==> src/rtl/cpi_muldiv_if.sv <==
// Coprocessor port bundle between the core (master) and a coprocessor (slave).
// Carries the command (valid, inst, belt operands) and the return path
// (ready strobe, wait/busy, result data, drop flag).
interface cpi_muldiv_if;
    logic        cpi_valid;
    logic [31:0] cpi_inst;
    logic [31:0] cpi_r1;
    logic [31:0] cpi_r2;
    logic        cpi_ready;
    logic        cpi_wait;
    logic [31:0] cpi_data;
    logic        cpi_drop;

    modport master (
        output cpi_valid, cpi_inst, cpi_r1, cpi_r2,
        input  cpi_ready, cpi_wait, cpi_data, cpi_drop
    );

    modport slave (
        input  cpi_valid, cpi_inst, cpi_r1, cpi_r2,
        output cpi_ready, cpi_wait, cpi_data, cpi_drop
    );
endinterface

==> src/rtl/cpi_muldiv.sv <==
// Iterative 32-bit multiply/divide coprocessor on the core's cpi port.
// Latency: 33 cycles from accept to the cpi_ready strobe (1 cycle for undefined subops).
// Backpressure: holds cpi_wait while busy; aborts silently if the core drops cpi_valid mid-calc.
// Ports: clk, rst (sync, active-high), cpi (slave side of cpi_muldiv_if).
module cpi_muldiv #(
    parameter logic [3:0] OPCODE = 4'h6
) (
    input  logic         clk,
    input  logic         rst,
    cpi_muldiv_if.slave  cpi
);
    localparam logic [1:0] IDLE = 2'd0;
    localparam logic [1:0] CALC = 2'd1;
    localparam logic [1:0] DONE = 2'd2;

    logic [1:0]  state;
    logic        armed;
    logic [4:0]  cnt;
    logic [3:0]  subop;
    // opnd: multiplicand for MUL*, divisor magnitude for DIV*/REM*.
    // p_hi/p_lo: product accumulator, or remainder/quotient-with-dividend.
    logic [31:0] opnd;
    logic [31:0] p_hi;
    logic [31:0] p_lo;
    logic        neg_q;
    logic        neg_r;
    logic        b_zero;
    logic        ready_q;
    logic [31:0] data_q;
    logic        drop_q;

    logic        accept;
    logic [3:0]  in_sub;
    logic        in_signed;
    logic        in_mul;
    logic [31:0] a_abs;
    logic [31:0] b_abs;
    logic        is_mul;
    logic [32:0] mul_sum;
    logic [33:0] div_diff;
    logic [31:0] nxt_hi;
    logic [31:0] nxt_lo;
    logic [31:0] result;

    assign accept    = cpi.cpi_valid && (cpi.cpi_inst[31:28] == OPCODE) && (state == IDLE) && armed;
    assign in_sub    = cpi.cpi_inst[27:24];
    assign in_signed = (in_sub == 4'd4) || (in_sub == 4'd5);
    assign in_mul    = (in_sub[3:1] == 3'b000);
    assign a_abs     = (in_signed && cpi.cpi_r1[31]) ? -cpi.cpi_r1 : cpi.cpi_r1;
    assign b_abs     = (in_signed && cpi.cpi_r2[31]) ? -cpi.cpi_r2 : cpi.cpi_r2;
    assign is_mul    = (subop[3:1] == 3'b000);

    assign cpi.cpi_wait  = accept || (state == CALC);
    assign cpi.cpi_ready = ready_q;
    assign cpi.cpi_data  = data_q;
    assign cpi.cpi_drop  = drop_q;

    // Multiply consumes B from the LSB of p_lo while the sum shifts in at the top.
    // Divide shifts the dividend out of the top of p_lo into the partial remainder
    // and shifts quotient bits in at the bottom.
    assign mul_sum  = {1'b0, p_hi} + (p_lo[0] ? {1'b0, opnd} : 33'd0);
    assign div_diff = {1'b0, p_hi, p_lo[31]} - {2'b00, opnd};

    always_comb begin
        nxt_hi = p_hi;
        nxt_lo = p_lo;
        if (is_mul) begin
            nxt_hi = mul_sum[32:1];
            nxt_lo = {mul_sum[0], p_lo[31:1]};
        end else if (!div_diff[33]) begin
            nxt_hi = div_diff[31:0];
            nxt_lo = {p_lo[30:0], 1'b1};
        end else begin
            nxt_hi = {p_hi[30:0], p_lo[31]};
            nxt_lo = {p_lo[30:0], 1'b0};
        end
    end

    // Signed fix-up on the final iteration's values. A zero divisor keeps the
    // all-ones quotient unnegated; the remainder path naturally returns A.
    always_comb begin
        result = 32'd0;
        case (subop)
            4'd0:    result = nxt_lo;
            4'd1:    result = nxt_hi;
            4'd2:    result = nxt_lo;
            4'd3:    result = nxt_hi;
            4'd4:    result = (neg_q && !b_zero) ? -nxt_lo : nxt_lo;
            4'd5:    result = neg_r ? -nxt_hi : nxt_hi;
            default: result = 32'd0;
        endcase
    end

    always_ff @(posedge clk) begin
        if (rst) begin
            state   <= IDLE;
            armed   <= 1'b1;
            cnt     <= 5'd0;
            subop   <= 4'd0;
            opnd    <= 32'd0;
            p_hi    <= 32'd0;
            p_lo    <= 32'd0;
            neg_q   <= 1'b0;
            neg_r   <= 1'b0;
            b_zero  <= 1'b0;
            ready_q <= 1'b0;
            data_q  <= 32'd0;
            drop_q  <= 1'b0;
        end else begin
            ready_q <= 1'b0;
            data_q  <= 32'd0;
            drop_q  <= 1'b0;
            if (!cpi.cpi_valid) begin
                armed <= 1'b1;
            end
            case (state)
                IDLE: begin
                    if (accept) begin
                        subop  <= in_sub;
                        neg_q  <= cpi.cpi_r1[31] ^ cpi.cpi_r2[31];
                        neg_r  <= cpi.cpi_r1[31];
                        b_zero <= (cpi.cpi_r2 == 32'd0);
                        opnd   <= in_mul ? cpi.cpi_r1 : b_abs;
                        p_hi   <= 32'd0;
                        p_lo   <= in_mul ? cpi.cpi_r2 : a_abs;
                        cnt    <= 5'd31;
                        if (in_sub > 4'd5) begin
                            state   <= DONE;
                            ready_q <= 1'b1;
                        end else begin
                            state <= CALC;
                        end
                    end
                end
                CALC: begin
                    if (!cpi.cpi_valid) begin
                        state <= IDLE;
                    end else begin
                        p_hi <= nxt_hi;
                        p_lo <= nxt_lo;
                        cnt  <= cnt - 5'd1;
                        if (cnt == 5'd0) begin
                            state   <= DONE;
                            ready_q <= 1'b1;
                            data_q  <= result;
                            drop_q  <= 1'b1;
                        end
                    end
                end
                DONE: begin
                    state <= IDLE;
                    // A low cpi_valid in this cycle re-arms, so it wins over the clear.
                    if (cpi.cpi_valid) begin
                        armed <= 1'b0;
                    end
                end
                default: state <= IDLE;
            endcase
        end
    end
endmodule

==> src/flat_wrapper.sv <==
// flat-port wrapper written by rule: the top's interface ports become plain ports
module cpi_muldiv_flat 
#(
    parameter logic [3:0] OPCODE = 4'h6
)
  (clk, rst, cpi_cpi_valid, cpi_cpi_inst, cpi_cpi_r1, cpi_cpi_r2, cpi_cpi_ready, cpi_cpi_wait, cpi_cpi_data, cpi_cpi_drop);
  cpi_muldiv_if cpi_i ();
  input  logic clk;
  input  logic rst;
  input wire logic [$bits(cpi_i.cpi_valid)-1:0] cpi_cpi_valid;
  input wire logic [$bits(cpi_i.cpi_inst)-1:0] cpi_cpi_inst;
  input wire logic [$bits(cpi_i.cpi_r1)-1:0] cpi_cpi_r1;
  input wire logic [$bits(cpi_i.cpi_r2)-1:0] cpi_cpi_r2;
  output wire logic [$bits(cpi_i.cpi_ready)-1:0] cpi_cpi_ready;
  output wire logic [$bits(cpi_i.cpi_wait)-1:0] cpi_cpi_wait;
  output wire logic [$bits(cpi_i.cpi_data)-1:0] cpi_cpi_data;
  output wire logic [$bits(cpi_i.cpi_drop)-1:0] cpi_cpi_drop;
  assign cpi_i.cpi_valid = cpi_cpi_valid;
  assign cpi_i.cpi_inst = cpi_cpi_inst;
  assign cpi_i.cpi_r1 = cpi_cpi_r1;
  assign cpi_i.cpi_r2 = cpi_cpi_r2;
  assign cpi_cpi_ready = cpi_i.cpi_ready;
  assign cpi_cpi_wait = cpi_i.cpi_wait;
  assign cpi_cpi_data = cpi_i.cpi_data;
  assign cpi_cpi_drop = cpi_i.cpi_drop;
  cpi_muldiv #(.OPCODE(OPCODE)) u_core (.clk(clk), .rst(rst), .cpi(cpi_i));
endmodule
==> config.mk <==
export PLATFORM = sky130hd
export DESIGN_NAME = cpi_muldiv_flat
export DESIGN_NICKNAME = d
export VERILOG_FILES = /design/src/rtl/cpi_muldiv_if.sv /design/src/rtl/cpi_muldiv.sv /design/src/flat_wrapper.sv
export SDC_FILE = /design/constraint.sdc
export NUM_CORES = 1
export LEC_CHECK = 0
export BUFFER_PORTS_ARGS = -buffer_cell sky130_fd_sc_hd__buf_2
export CAP_MARGIN = 10
export CELL_PAD_IN_SITES_DETAIL_PLACEMENT = 1
export CELL_PAD_IN_SITES_GLOBAL_PLACEMENT = 2
export CORE_AREA = 2 2 197 199
export CTS_CLUSTER_SIZE = 10
export DETAILED_ROUTE_END_ITERATION = 10
export DIE_AREA = 0 0 199 201
export GPL_TIMING_DRIVEN = 1
export MAX_ROUTING_LAYER = met4
export PLACE_DENSITY = 0.86
export RECOVER_POWER = 100
export SLEW_MARGIN = 10
export SYNTH_ARGS = -nofsm -noshare
export SYNTH_HDL_FRONTEND = slang
export SYNTH_SLANG_ARGS = --single-unit
==> constraint.sdc <==
create_clock -name clk -period 12 [get_ports clk]
set_input_delay 1.2 -clock clk [delete_from_list [all_inputs] [get_ports clk]]
set_output_delay 1.2 -clock clk [all_outputs]
set_load 0.005 [all_outputs]
==> summary.md, run 1 <==
| Metric | Value |
|---|---|
| ANT nets after route | `0` |
| FFs w/ async S/R, synth | `0%` |
| Max Cap Viol | `3` |
| Via Count | `between 15,000 and 20,000` |
| Starting Density | `36.3%` |
| CP endpoint kind | `register` |
| Boundary Pins | `134` |
| Worst slew pin tran | `between 3000 and 4000 ps` |
| Status | `finished, violations left` |
| Final Skew | `10.6 ps` |
| R2R Setup Slk | `5450 ps` |
| Fin crit period | `6550 ps` |
| First-pass GRT wire length | `87.7 mm` |
| Syn Std Cell Area | `0.0138 mm²` |
| Syn_nets | `2,159` |
| Final core utilization | `a little under 40%` |
| Full die area | `~0.040 mm²` |
| Num CTS Buffers | `17` |
| Worst Path Arrival | `slightly below 7000 ps` |
| CTS H-Tree Depth | `4` |
| Synth Register Bits | `145` |
| Die height | `201 µm` |
| Cells after DPL | `2,518` |
| Root Buffer | `clkbuf_16` |
| Fmax | `0.153 GHz` |
| Total GRT Usage | `29.0%` |
| R2r endpoint | `u_core.cpi.cpi_data[22]` |
| Top_reg_cell synth | `dfxtp_1` |
| Met3 WL | `2.72 mm` |
| Tcrit/Tclk final | `between 50% and 60%` |
| Vias/cell | `6.00` |
| Final Cell Area | `between 0.015 and 0.02 mm²` |
| EDFF count, synth | `0` |
| DP Area | `0.0147 mm²` |
| Pleak | `approximately 6.1 nW` |
| Final setup fails | `0` |
| Core area | `0.0381 mm²` |
| M1 WL | `25.0 mm` |
| Worst slew margin | `-148%` |
| Most frequent cells in the layout | `nor2_1 (238), nand2_1 (234), a21oi_1 (217)` |
| Pwr Density | `83.4 mW/mm²` |
| Cells after synthesis | `1,989` |
| # hold bufs at CTS | `0` |
| Setup TNS | `0 ps` |
| Pin count of the biggest net entering global routing | `113` |
| Mean post-synth cell area | `6.96 µm²` |
| 1st-pass router iterations | `5` |
| Clk buf depth | `2` |
| Post_cts resized | `0` |
| Top Metal Used | `met4` |
| Seq/Total Area, Yosys | `21.0%` |
| P&R area growth vs syn | `9.52%` |
| Iter 0 DRT Violations | `1,097` |
| Slew Viols, Final | `approximately 160` |
| Critical path launch point type | `register` |
| FP Rows | `between 70 and 80` |
| Grt ovf | `0` |
| Vias in the first global route | `15,103` |
| Met2 Wirelength | `26.1 mm` |
| Cells on worst reg2reg path | `15` |
| DR WL/cell | `21.9 µm` |
| Layout cell share with drive strength beyond 1 | `under 10%` |
| CTS Sinks | `145` |
| # DRC | `0` |
| Worst Path Class, Setup | `register to register` |
| Commonest non-fill, non-tap cell in the layout | `nor2_1` |
| Die X | `199 µm` |
| Worst Hold Class | `register to register` |
| Worst-path clk slew | `60 ps` |
| Net count, final | `2,189` |
| Crit path max fanout | `34` |
| Post-Layout Cell Count | `around 2,600` |
| Antenna violations before repair | `0` |
| Post-DP HPWL | `43.4 mm` |
| Postcts setup bufs | `0` |
| Crit path to | `u_core.cpi.cpi_data[22]` |
| Post-Route WL | `55.8 mm` |
| RSZ-0062 raised after global routing | `no` |
| GP Congestion | `0.931` |
| Yosys cell types | `83` |
| Req. time, crit path | `12,330 ps` |
| Ant diodes | `0` |
| Final Hold Viols | `0` |
| Reg-to-Reg Start | `u_core.p_lo[0]` |
| Failing checks | `max-capacitance violations, max-slew violations` |
| Layout fillers | `between 4,000 and 5,000` |
| IO Port Bufs | `between 100 and 150` |
| Hold slack | `484 ps` |
| YS warnings | `0` |
| CTS tree | `done` |
| Critical path startpoint | `u_core.p_lo[0]` |
| Worst skew pair latency | `460 ps` |
| Worst vdd ir | `120 µV` |
## sequential cells by signal, summed over array words and instances (netlist names)
register	count
u_core.p_hi	32
u_core.cpi.cpi_ready	1
u_core.opnd	32
u_core.cnt	5
u_core.cpi.cpi_drop	1
u_core.p_lo	32
u_core.cpi.cpi_data	32
u_core.b_zero	1
u_core.neg_r	1
u_core.state	2
u_core.armed	1
u_core.neg_q	1
u_core.subop	4
## critical path, stage by stage, from the launching register on
cell,delay (ps)
dfxtp_1,1080
and2_0,240
ha_1,340
and3_1,240
a221o_1,460
a21o_1,230
a21oi_1,160
xor2_1,180
nor2_1,60
a311oi_1,1020
or4b_1,620
or4_1,680
nor2_1,270
mux2_2,370
a221oi_1,370
nor2_1,110
## power by group
group          internal, W  switching (W)  total [W]
clock network     0.000269       0.000230   0.000499
registers         0.000487     0.00000574   0.000492
logic            0.0000873       0.000186   0.000273
total             0.000843       0.000422    0.00126
## worst min path at each step
stage | slack [ps] | cells past startpoint | startpoint | endpoint
global placement | 460 | 2 | u_core.p_lo[17] | u_core.p_lo[17]
CTS | 480 | 2 | u_core.p_lo[17] | u_core.p_lo[17]
detailed placement | 470 | 2 | u_core.p_lo[17] | u_core.p_lo[17]
floorplan | 440 | 2 | u_core.p_lo[17] | u_core.p_lo[17]
global route | 520 | 2 | u_core.opnd[31] | u_core.opnd[31]
finish | 480 | 2 | u_core.p_lo[17] | u_core.p_lo[17]
## synthesized netlist by cell type (5+ instances only)
cell type    n  area (µm²)
a2111oi_0    5        43.8
a211oi_1    54         405
a21boi_0     5        37.5
a21o_1      30         225
a21oi_1    217        1090
a221oi_1    19         166
a22oi_1     20         150
a311oi_1    10        87.6
a31oi_1     41         257
a41oi_1      7        61.3
and2_1      44         275
and3_1      16         100
and4_1      10        87.6
buf_1        8        30.0
buf_2        8        40.0
buf_4        5        37.5
buf_6        5        56.3
clkbuf_1   102         383
dfxtp_1    145        2900
ha_1        69         863
inv_1       62         233
mux2i_1     24         240
nand2_1    235         882
nand2b_1    16         100
nand3_1     54         270
nand3b_1     9        67.6
nand4_1     12        75.1
nor2_1     238         893
nor2b_1     10        62.6
nor3_1      51         255
nor4_1      15        93.8
o211ai_1    39         293
o21a_1      16         120
o21ai_0    104         521
o21ai_1      8        40.0
o22ai_1     15        93.8
o31a_1       6        52.6
o31ai_1     18         135
or2_2        6        37.5
or3_1       22         138
or4_1       10        75.1
xnor2_1     68         596
xor2_1      64         561
## area by class of cell
class,instances,area [µm²],share of cell area (%)
inverter,63,236,1.56
clock inverter,12,82.6,0.545
multi-input combinational,1652,10100,66.6
sequential,145,2900,19.1
clock buffer,20,447,2.95
timing repair buffer,140,751,4.95
tap,518,648,4.27
## cells by family after synthesis
family | Yosys count | share of synthesized area (%)
AOI/OAI and AO/OA | 660 | 30.9
DFF | 145 | 21.0
buffers and inverters | 192 | 5.72
and+or+nand+nor | 760 | 25.4
muxes | 29 | 2.14
adders and majority gates | 71 | 6.52
xor gates and xnor gates | 132 | 8.35
## per-stage QoR
stage	total power [W]	worst slack, ps
floorplan	0.000682	7290
global placement	0.000770	6120
detailed placement	0.000775	6030
CTS	0.00127	6020
global route	0.00132	5200
finish	0.00126	5450
## layer usage
layer  track usage, %  vias to the layer above
met3             3.28                       81
li1                 -                     7302
met4             11.4                        0
met5                -                        -
met2             46.5                      408
met1             37.1                     7504
(Power assumes the default switching activity.)
==> run 2: changes to the inputs <==
--- a/config.mk
+++ b/config.mk
@@ -5,17 +5,18 @@
 export SDC_FILE = /design/constraint.sdc
 export NUM_CORES = 1
 export LEC_CHECK = 0
+export ABC_AREA = 1
 export BUFFER_PORTS_ARGS = -buffer_cell sky130_fd_sc_hd__buf_2
 export CAP_MARGIN = 10
 export CELL_PAD_IN_SITES_DETAIL_PLACEMENT = 1
 export CELL_PAD_IN_SITES_GLOBAL_PLACEMENT = 2
-export CORE_AREA = 2 2 197 199
+export CORE_AREA = 2 2 228 230
 export CTS_CLUSTER_SIZE = 10
 export DETAILED_ROUTE_END_ITERATION = 10
-export DIE_AREA = 0 0 199 201
+export DIE_AREA = 0 0 230 232
 export GPL_TIMING_DRIVEN = 1
 export MAX_ROUTING_LAYER = met4
-export PLACE_DENSITY = 0.86
+export PLACE_DENSITY = 0.82
 export RECOVER_POWER = 100
 export SLEW_MARGIN = 10
 export SYNTH_ARGS = -nofsm -noshare
==> constraint.sdc (replaced) <==
create_clock -name clk -period 6.35 [get_ports clk]
set_input_delay 0.635 -clock clk [delete_from_list [all_inputs] [get_ports clk]]
set_output_delay 0.635 -clock clk [all_outputs]
set_load 0.005 [all_outputs]
==> run 2 against run 1 <==
Effect of this change:
- the run still ends with max-capacitance violations, max-slew violations left
- critical path depth fell by 4
- die area rose by 33%
- non-clock buffer count fell by 6
- clock skew rose by 12 ps
- via count rose by 26%
- core utilization fell by 4.8 points
- wire length rose by 31%
- first-iteration DRC count rose by 15%
- largest cell class unchanged
==> summary.md, run 2 <==
| Metric | Value |
|---|---|
| Status | `finished, violations left` |
| Failing checks | `max-capacitance violations, max-slew violations` |
| Yosys cell types | `56` |
| Full die area | `~0.053 mm²` |
| Starting Density | `31.7%` |
| Pleak | `8.80 nW` |
| Vias/cell | `5.28` |
| Commonest non-fill, non-tap cell in the layout | `nand2_1` |
| Synth cell count leaders | `nand2_1 (849), inv_1 (425), nor2_1 (288)` |
| Fin crit period | `5110 ps` |
| Syn_nets | `slightly above 3,000` |
| Worst Path Arrival | `5470 ps` |
| RSZ-0062 raised after global routing | `no` |
| DP Area | `0.0172 mm²` |
| Num CTS Buffers | `17` |
| Worst vdd ir | `152 µV` |
| Die X | `230 µm` |
| Reg-to-Reg Start | `u_core.state[0]` |
| YS warnings | `0` |
| Worst skew pair latency | `490 ps` |
| Dominant cell type by area after synthesis | `nand2_1` |
| Reg area | `roughly 0.0029 mm²` |
| Hold Crit Endpoint | `u_core.armed` |
| CTS H-Tree Depth | `4` |
| Root Buffer | `clkbuf_16` |
| Core area | `0.0509 mm²` |
| Synth Register Bits | `approximately 150` |
| Post-synth top area share | `about a fifth` |
| IO Port Bufs | `109` |
| Max Cap Viol | `2` |
| Antenna violations before repair | `0` |
| Worst slew margin | `-99.0%` |
| Crit path max fanout | `45` |
| Clk buf depth | `2` |
| Fmax | `0.196 GHz` |
| Cells after synthesis | `just under 3,000` |
| GP Congestion | `0.944` |
| FP Rows | `83` |
| Final Skew | `22.2 ps` |
| Total GRT Usage | `between 20 and 30%` |
| Post-DP HPWL | `about 60 mm` |
| Slew Viols, Final | `112` |
| Cells on worst reg2reg path | `11` |
| Pre-CTS setup slack | `a little over 2000 ps` |
| EDFF count, synth | `0` |
| Worst slew pin tran | `2980 ps` |
| Setup TNS | `0 ps` |
| Req. time, crit path | `6710 ps` |
| Seq/Total Area, Yosys | `18.0%` |
| Net count, final | `3,110` |
| Syn Std Cell Area | `0.0161 mm²` |
| FFs w/ async S/R, synth | `0%` |
| Count leader, synth | `nand2_1` |
| Post-Route WL | `between 70 and 80 mm` |
| Cells after DPL | `3,600` |
| First-pass GRT wire length | `114 mm` |
| R2R Setup Slk | `1240 ps` |
| Worst Path Class, Setup | `register to register` |
| Layout cell share with drive strength beyond 1 | `8.74%` |
| Postcts setup bufs | `0` |
| # hold bufs at CTS | `0` |
| Final Hold Viols | `0` |
| Boundary Pins | `134` |
| Min-delay src | `cpi_cpi_valid` |
| Final Cell Area | `about 0.018 mm²` |
| Post_cts resized | `0` |
| Mean post-synth cell area | `5.57 µm²` |
| Critical path launch point type | `register` |
| Iter 0 DRT Violations | `1,259` |
| 1st-pass router iterations | `6` |
| Layout fillers | `7,082` |
| Most frequent cells in the layout | `nand2_1 (848), inv_1 (424), nor2_1 (285)` |
| Pin count of the biggest net entering global routing | `84` |
| Worst-path clk slew | `around 70 ps` |
| Final setup fails | `0` |
| CTS Sinks | `145` |
| P&R area growth vs syn | `10.4%` |
| Final worst-path setup slack | `1240 ps` |
| Post-Layout Cell Count | `3,633` |
| R2r endpoint | `u_core.cpi.cpi_data[3]` |
| DR WL/cell | `20.2 µm` |
| CTS tree | `done` |
| Grt ovf | `0` |
| Ant diodes | `0` |
| Top_reg_cell synth | `dfxtp_1` |
| Largest cells by area after synthesis | `nand2_1 (20%), dfxtp_1 (18%), inv_1 (9.9%)` |
| Via Count | `19,198` |
| # DRC | `0` |
| CP endpoint kind | `register` |
| ANT nets after route | `0` |
| Vias in the first global route | `roughly 19,000` |
| Pwr Density | `157 mW/mm²` |
| Worst Hold Class | `primary input to register` |
| Tcrit/Tclk final | `80.5%` |
| Worst Hold Depth | `2` |
| Multi-input gate area | `0.0111 mm²` |
| Die height | `232 µm` |
-- run 2: cells by family after synthesis --
| kind of cell | synth area share [%] |
|---|---|
| compound gates | 19.4 |
| xor+xnor | 2.45 |
| fa+ha+maj | 5.61 |
| buf+inv | 13.2 |
| flops | 18.0 |
| simple gates | 41.4 |
-- run 2: layout make-up --
cell class,count,share of cell area (%)
Clock inverter,15,1.06
Multi-Input combinational cell,2209,62.4
Clock buffer,17,2.39
Inverter,433,9.14
Timing Repair Buffer,134,3.90
Tap cell,680,4.78
Sequential cell,145,16.3
-- run 2: how the worst max path moves through the flow --
stage	start	endpoint	slack, ps	cells past startpoint
floorplan	u_core.opnd[8]	u_core.cpi.cpi_data[26]	3170	27
global placement	u_core.opnd[12]	u_core.cpi.cpi_data[24]	2070	26
detailed placement	u_core.opnd[12]	u_core.cpi.cpi_data[24]	2010	26
CTS	u_core.opnd[12]	u_core.cpi.cpi_data[24]	1970	26
global route	u_core.state[0]	u_core.cpi.cpi_data[3]	760	11
finish	u_core.state[0]	u_core.cpi.cpi_data[3]	1240	11
-- run 2: power breakdown --
group / internal (W) / switching, W
clock network: 0.000597 / 0.000490
registers: 0.000920 / 0.0000103
logic: 0.000217 / 0.000559
-- run 2: through the flow --
stage | util (%) | total power [W] | hold slack (ps)
finish | 35.0 | 0.00279 | 353
global route | 35.0 | 0.00295 | 337
CTS | 35.1 | 0.00282 | 320
detailed placement | 33.8 | 0.00172 | 453
global placement | 33.8 | 0.00171 | 442
floorplan | - | 0.00147 | 429
-- run 2: worst max-delay path, stage by stage (launching register included) --
cell	delay [ps]
dfxtp_1	330
inv_1	50
nor2_1	90
buf_4	270
inv_1	490
nor2_1	410
clkbuf_1	1860
nand2_1	400
nor2_1	290
o21ai_0	130
buf_4	270
a31oi_1	340
-- run 2: per-layer routing --
layer | track usage [%] | vias up | part of all wire [%]
met5 | - | - | 0
met4 | 7.40 | 0 | 2.5
met3 | 3.13 | 77 | 3.9
met2 | 48.8 | 436 | 48
met1 | 36.0 | 9234 | 45
li1 | - | 9451 | -
==> run 3: changes to the inputs <==
--- a/config.mk
+++ b/config.mk
@@ -10,13 +10,13 @@
 export CAP_MARGIN = 10
 export CELL_PAD_IN_SITES_DETAIL_PLACEMENT = 1
 export CELL_PAD_IN_SITES_GLOBAL_PLACEMENT = 2
-export CORE_AREA = 2 2 228 230
+export CORE_AREA = 2 2 239 241
 export CTS_CLUSTER_SIZE = 10
 export DETAILED_ROUTE_END_ITERATION = 10
-export DIE_AREA = 0 0 230 232
+export DIE_AREA = 0 0 241 243
 export GPL_TIMING_DRIVEN = 1
 export MAX_ROUTING_LAYER = met4
-export PLACE_DENSITY = 0.82
+export PLACE_DENSITY = 0.78
 export RECOVER_POWER = 100
 export SLEW_MARGIN = 10
 export SYNTH_ARGS = -nofsm -noshare
==> constraint.sdc (replaced) <==
create_clock -name clk -period 4.7 [get_ports clk]
set_input_delay 0.47 -clock clk [delete_from_list [all_inputs] [get_ports clk]]
set_output_delay 0.47 -clock clk [all_outputs]
set_load 0.005 [all_outputs]
==> run 3 against run 2 <==
Effect of this change:
- the run still ends with max-capacitance violations, max-slew violations left
- flip-flop and latch count unchanged
- setup slack got worse by 840 ps
- worst hold slack got worse by 150 ps
- total power increased by 39%
- sequential share of layout area decreased by 0.42 points
- wire length increased by 5.3%
- clock skew decreased by 5.3 ps
- non-clock buffer count increased by 46
- fmax increased by 19%
- global-route usage decreased by 1.3 points
- critical path type unchanged
- largest cell class unchanged
==> summary.md, run 3 (synthesis results as in run 2) <==
| Metric | Value |
|---|---|
| Pleak | `9.05 nW` |
| CTS H-Tree Depth | `4` |
| Root Buffer | `clkbuf_16` |
| Post-Layout Cell Count | `3,755` |
| Crit path max fanout | `18` |
| # DRC | `0` |
| Final Skew | `between 15 and 20 ps` |
| Post-Route WL | `77.3 mm` |
| Pwr Density | `213 mW/mm²` |
| Worst Path Class, Setup | `register to register` |
| Status | `finished, violations left` |
| CP bufs+invs | `2` |
| Layout fillers | `7,665` |
| Slew Viols, Final | `66` |
| Setup TNS | `0 ps` |
| Req. time, crit path | `between 5000 and 6000 ps` |
| Failing checks | `max-capacitance violations, max-slew violations` |
| Core area | `0.0560 mm²` |
| First-pass GRT wire length | `118 mm` |
| Commonest non-fill, non-tap cell in the layout | `nand2_1` |
| Most frequent cells in the layout | `nand2_1 (851), inv_1 (425), nor2_1 (288)` |
| P&R area growth vs syn | `13.3%` |
| ANT nets after route | `0` |
| Boundary Pins | `approximately 130` |
| CTS tree | `done` |
| Vias/cell | `approximately 5.2` |
| Slowest stage cell, crit path | `dfxtp_1` |
| Max Cap Viol | `1` |
| Post-DP HPWL | `63.8 mm` |
| Tcrit/Tclk final | `between 90 and 100%` |
| Reg area | `just under 0.003 mm²` |
| GP Congestion | `0.959` |
| Iter 0 DRT Violations | `1,425` |
| Final worst-path setup slack | `397 ps` |
| Layout cell share with drive strength beyond 1 | `10.0%` |
| Grt ovf | `0` |
| Die height | `roughly 240 µm` |
| 1st-pass router iterations | `5` |
| Top delay family on crit path | `simple AND/OR/NAND/NOR gates` |
| Worst Path Arrival | `4710 ps` |
| Num CTS Buffers | `17` |
| Vias in the first global route | `19,662` |
| DR WL/cell | `20.6 µm` |
| Fin crit period | `4300 ps` |
| Worst-path clk slew | `roughly 70 ps` |
| Multi-input gate area | `0.0111 mm²` |
| Starting Density | `28.8%` |
| Worst vdd ir | `271 µV` |
| Antenna violations before repair | `0` |
| Critical path launch point type | `register` |
| CP endpoint kind | `register` |
| Final setup fails | `0` |
| Worst slew margin | `-112%` |
| Via Count | `19,516` |
| IO Port Bufs | `109` |
| RSZ-0062 raised after global routing | `no` |
| Worst slew pin tran | `3170 ps` |
| Ant diodes | `0` |
| CTS Sinks | `145` |
| Fmax | `~0.23 GHz` |
| FP Rows | `87` |
| Worst Hold Class | `primary input to register` |
| Pre-CTS setup slack | `between 400 and 500 ps` |
| Clk buf depth | `2` |
| Max stage delay on crit path | `roughly 840 ps` |
| Cells after DPL | `3,723` |
| Net count, final | `3,156` |
| Worst skew pair latency | `490 ps` |
| Final core utilization | `32.6%` |
| Die X | `between 200 and 250 µm` |
| Full die area | `0.0586 mm²` |
| Critical path, cell by cell | `nand2_1 -> inv_1 -> ha_1 -> a21oi_1 -> nand2_1 -> inv_1 -> o21ai_1 -> a21oi_1 -> o21ai_0 -> nand3_1 -> nor2_1 -> nand3_1 -> nand2_1 -> nand2_1 -> nor2_2 -> nand2_1 -> nand2_1 -> nand3_1 -> a21oi_1` |
| Pin count of the biggest net entering global routing | `76` |
| Total GRT Usage | `27.3%` |
| Final Hold Viols | `0` |
| Top cell by count, worst path | `nand2_1` |
run 3: power by group:
group | internal (W) | switching, W | total (W)
clock network | 0.000926 | 0.000636 | 0.00156
logic | 0.000303 | 0.000764 | 0.00107
registers | 0.00124 | 0.0000131 | 0.00126
run 3: cell type report:
| class | instances | share of cell area [%] |
|---|---|---|
| clock inverters | 13 | 1.10 |
| flip-flops and latches | 145 | 15.9 |
| multi-input cells | 2209 | 60.6 |
| clock buffers | 19 | 2.48 |
| well taps | 756 | 5.18 |
| repair buffers | 180 | 5.84 |
| inverters | 433 | 8.90 |
run 3: final timing paths:
check | to | slack [ps] | start | cells past startpoint
max reg2reg | u_core.cpi.cpi_data[27] | 400 | u_core.p_lo[0] | 19
min | u_core.armed | 200 | cpi_cpi_valid | 2
min reg2reg | u_core.neg_q | 480 | u_core.neg_q | 2
max | u_core.cpi.cpi_data[27] | 400 | u_core.p_lo[0] | 19
run 3: timing repair:
item                       4_1_cts  5_1_grt
resized for setup                0        3
hold buffers                     0        0
buffers inserted                 0        0
setup endpoints to repair        0        4
run 3: stage by stage:
step	hold WS (ps)	instance area (µm²)	total power [W]
after detailed placement	470	17700	0.00235
after global placement	444	17700	0.00233
final	201	18300	0.00388
after floorplan	429	16100	0.00198
after CTS	169	18300	0.00393
after global routing	186	18300	0.00407
run 3: metal layers:
metal,vias up,GRT usage [%],routed length (µm)
li1,9557,-,-
met5,-,-,0
met1,9460,35.0,35500
met2,415,44.6,36400
met4,0,9.02,2550
met3,84,3.03,2900
run 3: worst register-to-register path: stages, from the launching register on:
cell,delay [ps]
dfxtp_1,840
nand2_1,120
inv_1,100
ha_1,270
a21oi_1,130
nand2_1,190
inv_1,110
o21ai_1,470
a21oi_1,120
o21ai_0,120
nand3_1,300
nor2_1,260
nand3_1,210
nand2_1,260
nand2_1,150
nor2_2,160
nand2_1,90
nand2_1,70
nand3_1,100
a21oi_1,160
